===== src/rtl/hazard_pkg.sv =====
// Shared types and constants for the pipeline hazard controller.
// Sequencer state encoding, forwarding mux selects, PC register index.
package hazard_pkg;

    typedef enum logic [1:0] {
        RUN,
        MEM_WAIT,
        ERROR
    } hz_state_t;

    localparam logic [1:0] FWD_RF = 2'b00;
    localparam logic [1:0] FWD_W  = 2'b01;
    localparam logic [1:0] FWD_M  = 2'b10;
    localparam logic [3:0] PC_REG = 4'd15;

endpackage


===== src/rtl/sat_counter.sv =====
// Saturating up-counter with synchronous clear.
// clr and inc together restart the count at one.
module sat_counter #(
    parameter int W = 4
) (
    input  logic         clk,
    input  logic         reset,
    input  logic         clr,
    input  logic         inc,
    output logic [W-1:0] q
);

    logic [W-1:0] cnt_q;
    logic [W-1:0] cnt_d;
    logic [W-1:0] base;

    // Next count: optional clear, then increment unless saturated
    always_comb begin
        base  = clr ? '0 : cnt_q;
        cnt_d = base;
        if (inc && (base != '1)) begin
            cnt_d = base + 1'b1;
        end
    end

    // Count register, cleared asynchronously
    always_ff @(posedge clk or posedge reset) begin
        if (reset) begin
            cnt_q <= '0;
        end else begin
            cnt_q <= cnt_d;
        end
    end

    assign q = cnt_q;

endmodule


===== src/rtl/hazard_controller.sv =====
// Hazard unit for the 5-stage core: forwarding, load-use stall,
// branch flush, memory-wait freeze and sticky memory timeout.
module hazard_controller
    import hazard_pkg::*;
#(
    parameter int REG_AW      = 4,
    parameter int MEM_TIMEOUT = 15,
    parameter int CNT_W       = 4
) (
    input  logic              clk,
    input  logic              reset,
    input  logic [REG_AW-1:0] RA1D,
    input  logic [REG_AW-1:0] RA2D,
    input  logic [REG_AW-1:0] RA1E,
    input  logic [REG_AW-1:0] RA2E,
    input  logic [REG_AW-1:0] WA3E,
    input  logic [REG_AW-1:0] WA3M,
    input  logic [REG_AW-1:0] WA3W,
    input  logic              MemtoRegE,
    input  logic              RegWriteM,
    input  logic              RegWriteW,
    input  logic              BranchTakenE,
    input  logic              MemReqM,
    input  logic              MemReadyM,
    output logic [1:0]        ForwardAE,
    output logic [1:0]        ForwardBE,
    output logic              StallF,
    output logic              StallD,
    output logic              StallE,
    output logic              StallM,
    output logic              FlushD,
    output logic              FlushE,
    output logic              FlushW,
    output logic              MemErr,
    output logic [CNT_W-1:0]  StallCount
);

    localparam logic [REG_AW-1:0] PC = REG_AW'(PC_REG);
    localparam logic [CNT_W-1:0]  TMO = CNT_W'(MEM_TIMEOUT);

    hz_state_t         state_q;
    hz_state_t         state_d;
    logic [CNT_W-1:0]  wait_q;
    logic              wait_clr;
    logic              wait_inc;
    logic              ld_stall;

    // M-stage result beats W-stage; the PC is never forwarded
    function automatic logic [1:0] fwd_sel(
        input logic [REG_AW-1:0] ra,
        input logic              wm,
        input logic [REG_AW-1:0] am,
        input logic              ww,
        input logic [REG_AW-1:0] aw
    );
        if (wm && (ra == am) && (am != PC)) begin
            return FWD_M;
        end else if (ww && (ra == aw) && (aw != PC)) begin
            return FWD_W;
        end
        return FWD_RF;
    endfunction

    assign ld_stall = MemtoRegE && ((RA1D == WA3E) || (RA2D == WA3E));

    // Combinational stall/flush/forward outputs, all low in reset
    always_comb begin
        ForwardAE = FWD_RF;
        ForwardBE = FWD_RF;
        StallF    = 1'b0;
        StallD    = 1'b0;
        StallE    = 1'b0;
        StallM    = 1'b0;
        FlushD    = 1'b0;
        FlushE    = 1'b0;
        FlushW    = 1'b0;
        if (!reset) begin
            ForwardAE = fwd_sel(RA1E, RegWriteM, WA3M, RegWriteW, WA3W);
            ForwardBE = fwd_sel(RA2E, RegWriteM, WA3M, RegWriteW, WA3W);
            unique case (state_q)
                RUN: begin
                    StallF = ld_stall;
                    StallD = ld_stall;
                    FlushE = ld_stall | BranchTakenE;
                    FlushD = BranchTakenE;
                end
                MEM_WAIT, ERROR: begin
                    StallF = 1'b1;
                    StallD = 1'b1;
                    StallE = 1'b1;
                    StallM = 1'b1;
                    FlushW = 1'b1;
                end
                default: ;
            endcase
        end
    end

    // Next state and wait-counter control
    always_comb begin
        state_d  = state_q;
        wait_clr = 1'b0;
        wait_inc = 1'b0;
        unique case (state_q)
            RUN: begin
                if (MemReqM && !MemReadyM) begin
                    state_d  = MEM_WAIT;
                    wait_clr = 1'b1;
                    wait_inc = 1'b1;
                end
            end
            MEM_WAIT: begin
                if (MemReadyM) begin
                    state_d = RUN;
                end else if (wait_q == TMO) begin
                    state_d = ERROR;
                end else begin
                    wait_inc = 1'b1;
                end
            end
            ERROR: ;
            default: state_d = RUN;
        endcase
    end

    // Sequencer state register
    always_ff @(posedge clk or posedge reset) begin
        if (reset) begin
            state_q <= RUN;
        end else begin
            state_q <= state_d;
        end
    end

    assign MemErr = (state_q == ERROR);

    sat_counter #(.W(CNT_W)) u_wait_cnt (
        .clk   (clk),
        .reset (reset),
        .clr   (wait_clr),
        .inc   (wait_inc),
        .q     (wait_q)
    );

    sat_counter #(.W(CNT_W)) u_stall_cnt (
        .clk   (clk),
        .reset (reset),
        .clr   (1'b0),
        .inc   (StallF),
        .q     (StallCount)
    );

endmodule


===== config.mk =====
export PLATFORM = sky130hd
export DESIGN_NAME = hazard_controller
export DESIGN_NICKNAME = d
export VERILOG_FILES = /design/src/rtl/hazard_pkg.sv /design/src/rtl/sat_counter.sv /design/src/rtl/hazard_controller.sv
export SDC_FILE = /design/constraint.sdc
export NUM_CORES = 1
export LEC_CHECK = 0
export BUFFER_PORTS_ARGS = -buffer_cell sky130_fd_sc_hd__buf_2
export CAP_MARGIN = 40
export CORE_MARGIN = 1.5
export CORE_UTILIZATION = 44
export DETAILED_ROUTE_END_ITERATION = 8
export PLACE_DENSITY = 0.79
export SYNTH_ARGS = -nofsm -noshare
export SYNTH_HDL_FRONTEND = slang
export SYNTH_SLANG_ARGS = --single-unit

===== constraint.sdc =====
create_clock -name clk -period 2.75 [get_ports clk]
set_input_delay 0 -clock clk [delete_from_list [all_inputs] [get_ports clk]]
set_output_delay 0 -clock clk [all_outputs]
set_load 0.005 [all_outputs]

==> results.md <==
- Status: complete, no violations
- Core area: ~2000 um^2
- Min-delay src: MemReadyM
- Placed insts: approximately 190
- R2R Path Start: state_q[1]
- Reg-to-Reg End: u_wait_cnt.q[1]
- Avg Cell Area, Syn: 8.81 um^2
- Setup Skew: between 0.003 and 0.004 ns
- Initial antenna violation count: 0
- Vias in the first global route: about 1000
- Yosys reg bits: 10
- Clock transition at path regs: approximately 0.070 ns
- Crit path max fanout: 6
- Max-slew violations: 0
- Final period utilization: between 70% and 80%
- RSZ-0062 raised after global routing: false
- Io pins: 52
- Compound-Gate Fraction of Synth Area: between 10% and 20%
- CTS Root Cell: clkbuf_4
- P&R area growth vs syn: 33.0%
- Post-route setup slack: approximately 0.58 ns
- Die area: about 2500 um^2
- Rel. slew slack: between 70% and 80%
- Total CTS buffers: 3
- Final setup fails: 0
- Post-Route WL: ~2300 um
- CP Data Required Time: around 2.9 ns
- Max Root-Sink Buffers: 2
- Synth Area in Simple Gates: between 10% and 20%
- Clk_lat worst skew: between 0.2 and 0.3 ns
- Setup TNS: 0 ns
- Fin cells: approximately 190
- Hold crit path type: in2reg
- Die height: between 50 and 60 um
- Worst hold path cell count: 3
- Largest family of logic cells by synthesized area: XOR/XNOR gates
- Largest net degree at the start of global routing: 14
- Row Count: 16
- Routed len/inst: about 12 um
- Synth top area cells: dfrtp_1 26%, xnor2_1 23%, ha_1 9.0%, nand2_1 5.4%, nand4_1 3.8%
- Max_cap viols: 0
- TritonCTS clock tree: done
- Fillcell total: between 150 and 200
- Net Count, Synth: around 150
- Max VDD drop: 0.431 mV
- Cells on worst reg2reg path: 9
- Worst Path Arrival: roughly 2.3 ns
- Via density per instance: between 5 and 6
- CTS Sinks: 10
- Startpoint types: register
- PwrDens: about 700 nW/um^2
- Slew @ Worst Pin: approximately 0.45 ns
- Post-CTS setup buffer count: 0
- Final antenna-violating net count: 0
- Final hold viol count: 0
- Post-Syn Instances: roughly 110
- Final instance area: 1300 um^2
- # DRC: 0
- H-tree Lvls: 1
- Pre-CTS WS: slightly below 0.6 ns
- Synth Cell Area: just under 1000 um^2
- Critical path class: reg2reg
- Ant diodes: 0
- Post-synthesis adder-cell area fraction: under 10%
- Share of the synthesized area in the top cell type: between 20% and 30%
- Most area-hungry cell type in the Yosys netlist: dfrtp_1
- Final-stage net count: around 210
- First-pass GRT wire length: about 4200 um
- Tmin final: roughly 2.2 ns
- Synth warnings: 0
- Max Fclk: around 460 MHz
- Post-synthesis cell type count: 30
- Dpl cell area: ~1200 um^2
- DIE WIDTH: around 50 um
- Mux share of post-synthesis cell area: 5.37%
- WHS Endpoint: u_wait_cnt.q[3]
- Vias: 984
- Initial DRC count: 19
- Total track usage: a little over a fifth
- Sequential share of the synthesized area: about 26%
- Remaining global-route overflow: 0
- TritonRoute pass-1 iters: 4
- Share of cells above drive strength 1: a little under two fifths
- GP Congestion: just under 0.9
- Setup crit end kind: register
- Leak pwr: roughly 0.63 nW
- Reg-to-reg setup timing slack: between 0.5 and 0.6 ns
- Initial core utilization: between 40 and 50%
- Post-synthesis xor/xnor area fraction: approximately 24%
- Post-DP HPWL: 2030 um
- Port Buf Inserts: 51
[area by class of cell]
class / count / area [um^2] / share of cell area [%]
multi-input combinational: 93 / 687 / 52.8
inverter: 5 / 18.8 / 1.44
sequential: 10 / 250 / 19.2
timing repair buffer: 53 / 275 / 21.2
clock buffer: 4 / 36.3 / 2.79
tap: 27 / 33.8 / 2.60
[sequential cells by signal, summed over array words and instances, names as in the netlist]
signal	count
u_wait_cnt.q	4
u_stall_cnt.q	4
state_q	2
[routing by layer]
metal | track usage (%) | share of wire (%) | wire length, um
met1 | 22.9 | 40 | 927
met2 | 40.4 | 53 | 1220
met3 | 5.36 | 6.1 | 141
met4 | 6.48 | 0.61 | 14
met5 | 0 | 0 | 0
[power by group]
group	switching (mW)	leakage (nW)	internal [mW]	total [mW]
combinational	0.221	0.484	0.257	0.478
clock	0.0535	0.0210	0.0805	0.134
sequential	0.0763	0.121	0.216	0.293
[synthesized netlist by cell type]
master,count
o21ai_2,1
xnor2_1,26
dfrtp_1,10
a21oi_2,1
nor3_1,4
nor4_1,2
nor2b_1,2
o211ai_1,1
o21a_1,1
o21ai_0,3
a311oi_1,1
nand2b_1,1
a31oi_1,1
a21oi_1,4
nand2_1,14
ha_1,7
nand3_1,2
mux2_4,2
o211ai_2,1
nor2_1,3
xor2_1,1
inv_1,5
and3_1,2
a21o_2,1
nand4_1,6
and2_1,2
buf_4,3
mux2_2,2
a32o_1,1
a41oi_1,1
[logic make-up (layout without fill, tap and decap cells)]
family	Yosys count	count (layout)
AOI/OAI and AO/OA	17	17
buffers and inverters	8	62
adders and majority gates	7	7
and+or+nand+nor	38	38
DFF	10	10
muxes	4	4
xor gates and xnor gates	27	27
[cells in the final DEF, fill, tap and decap left out, types with 4 or more instances in the layout]
cell type   n
dfrtp_1    10
nand2_1    14
a21oi_1     4
buf_2      51
xnor2_1    26
nand4_1     6
nor3_1      4
inv_1       5
ha_1        7
[stage by stage]
step / power (mW) / util (%) / hold slack (ns)
2_1_floorplan: 0.628 / - / -0.139
3_3_place_gp: 0.750 / 61.6 / 0.0822
3_5_place_dp: 0.774 / 61.6 / 0.0844
4_1_cts: 0.913 / 64.4 / 0.0478
5_1_grt: 0.990 / 64.4 / 0.0626
6_report: 0.905 / 64.4 / 0.0510
[worst max-delay path, cell delays in order (launching register included)]
cell and delay (ns):
dfrtp_1 0.42, inv_1 0.12, ha_1 0.24, nand3_1 0.19
and2_1 0.21, ha_1 0.22, a21oi_1 0.11, o21ai_0 0.12
nand2_1 0.11, mux2_2 0.33
[repair_timing]
item	CTS	global route
hold endpoints to repair	11	0
gates resized for setup	0	0
hold buffers	2	0
[worst max-delay path by stage]
| stage | start | to | slack, ns | cells after the start |
|---|---|---|---|---|
| 5_1_grt | state_q[1] | u_wait_cnt.q[1] | 0.41 | 9 |
| 3_5_place_dp | state_q[1] | u_wait_cnt.q[1] | 0.58 | 9 |
| 4_1_cts | state_q[1] | u_wait_cnt.q[1] | 0.57 | 9 |
| 3_3_place_gp | state_q[0] | u_wait_cnt.q[1] | 0.69 | 9 |
| 6_report | state_q[1] | u_wait_cnt.q[1] | 0.58 | 9 |
| 2_1_floorplan | state_q[0] | u_wait_cnt.q[1] | 0.77 | 9 |
No activity file was read; power rests on OpenSTA's default activity.
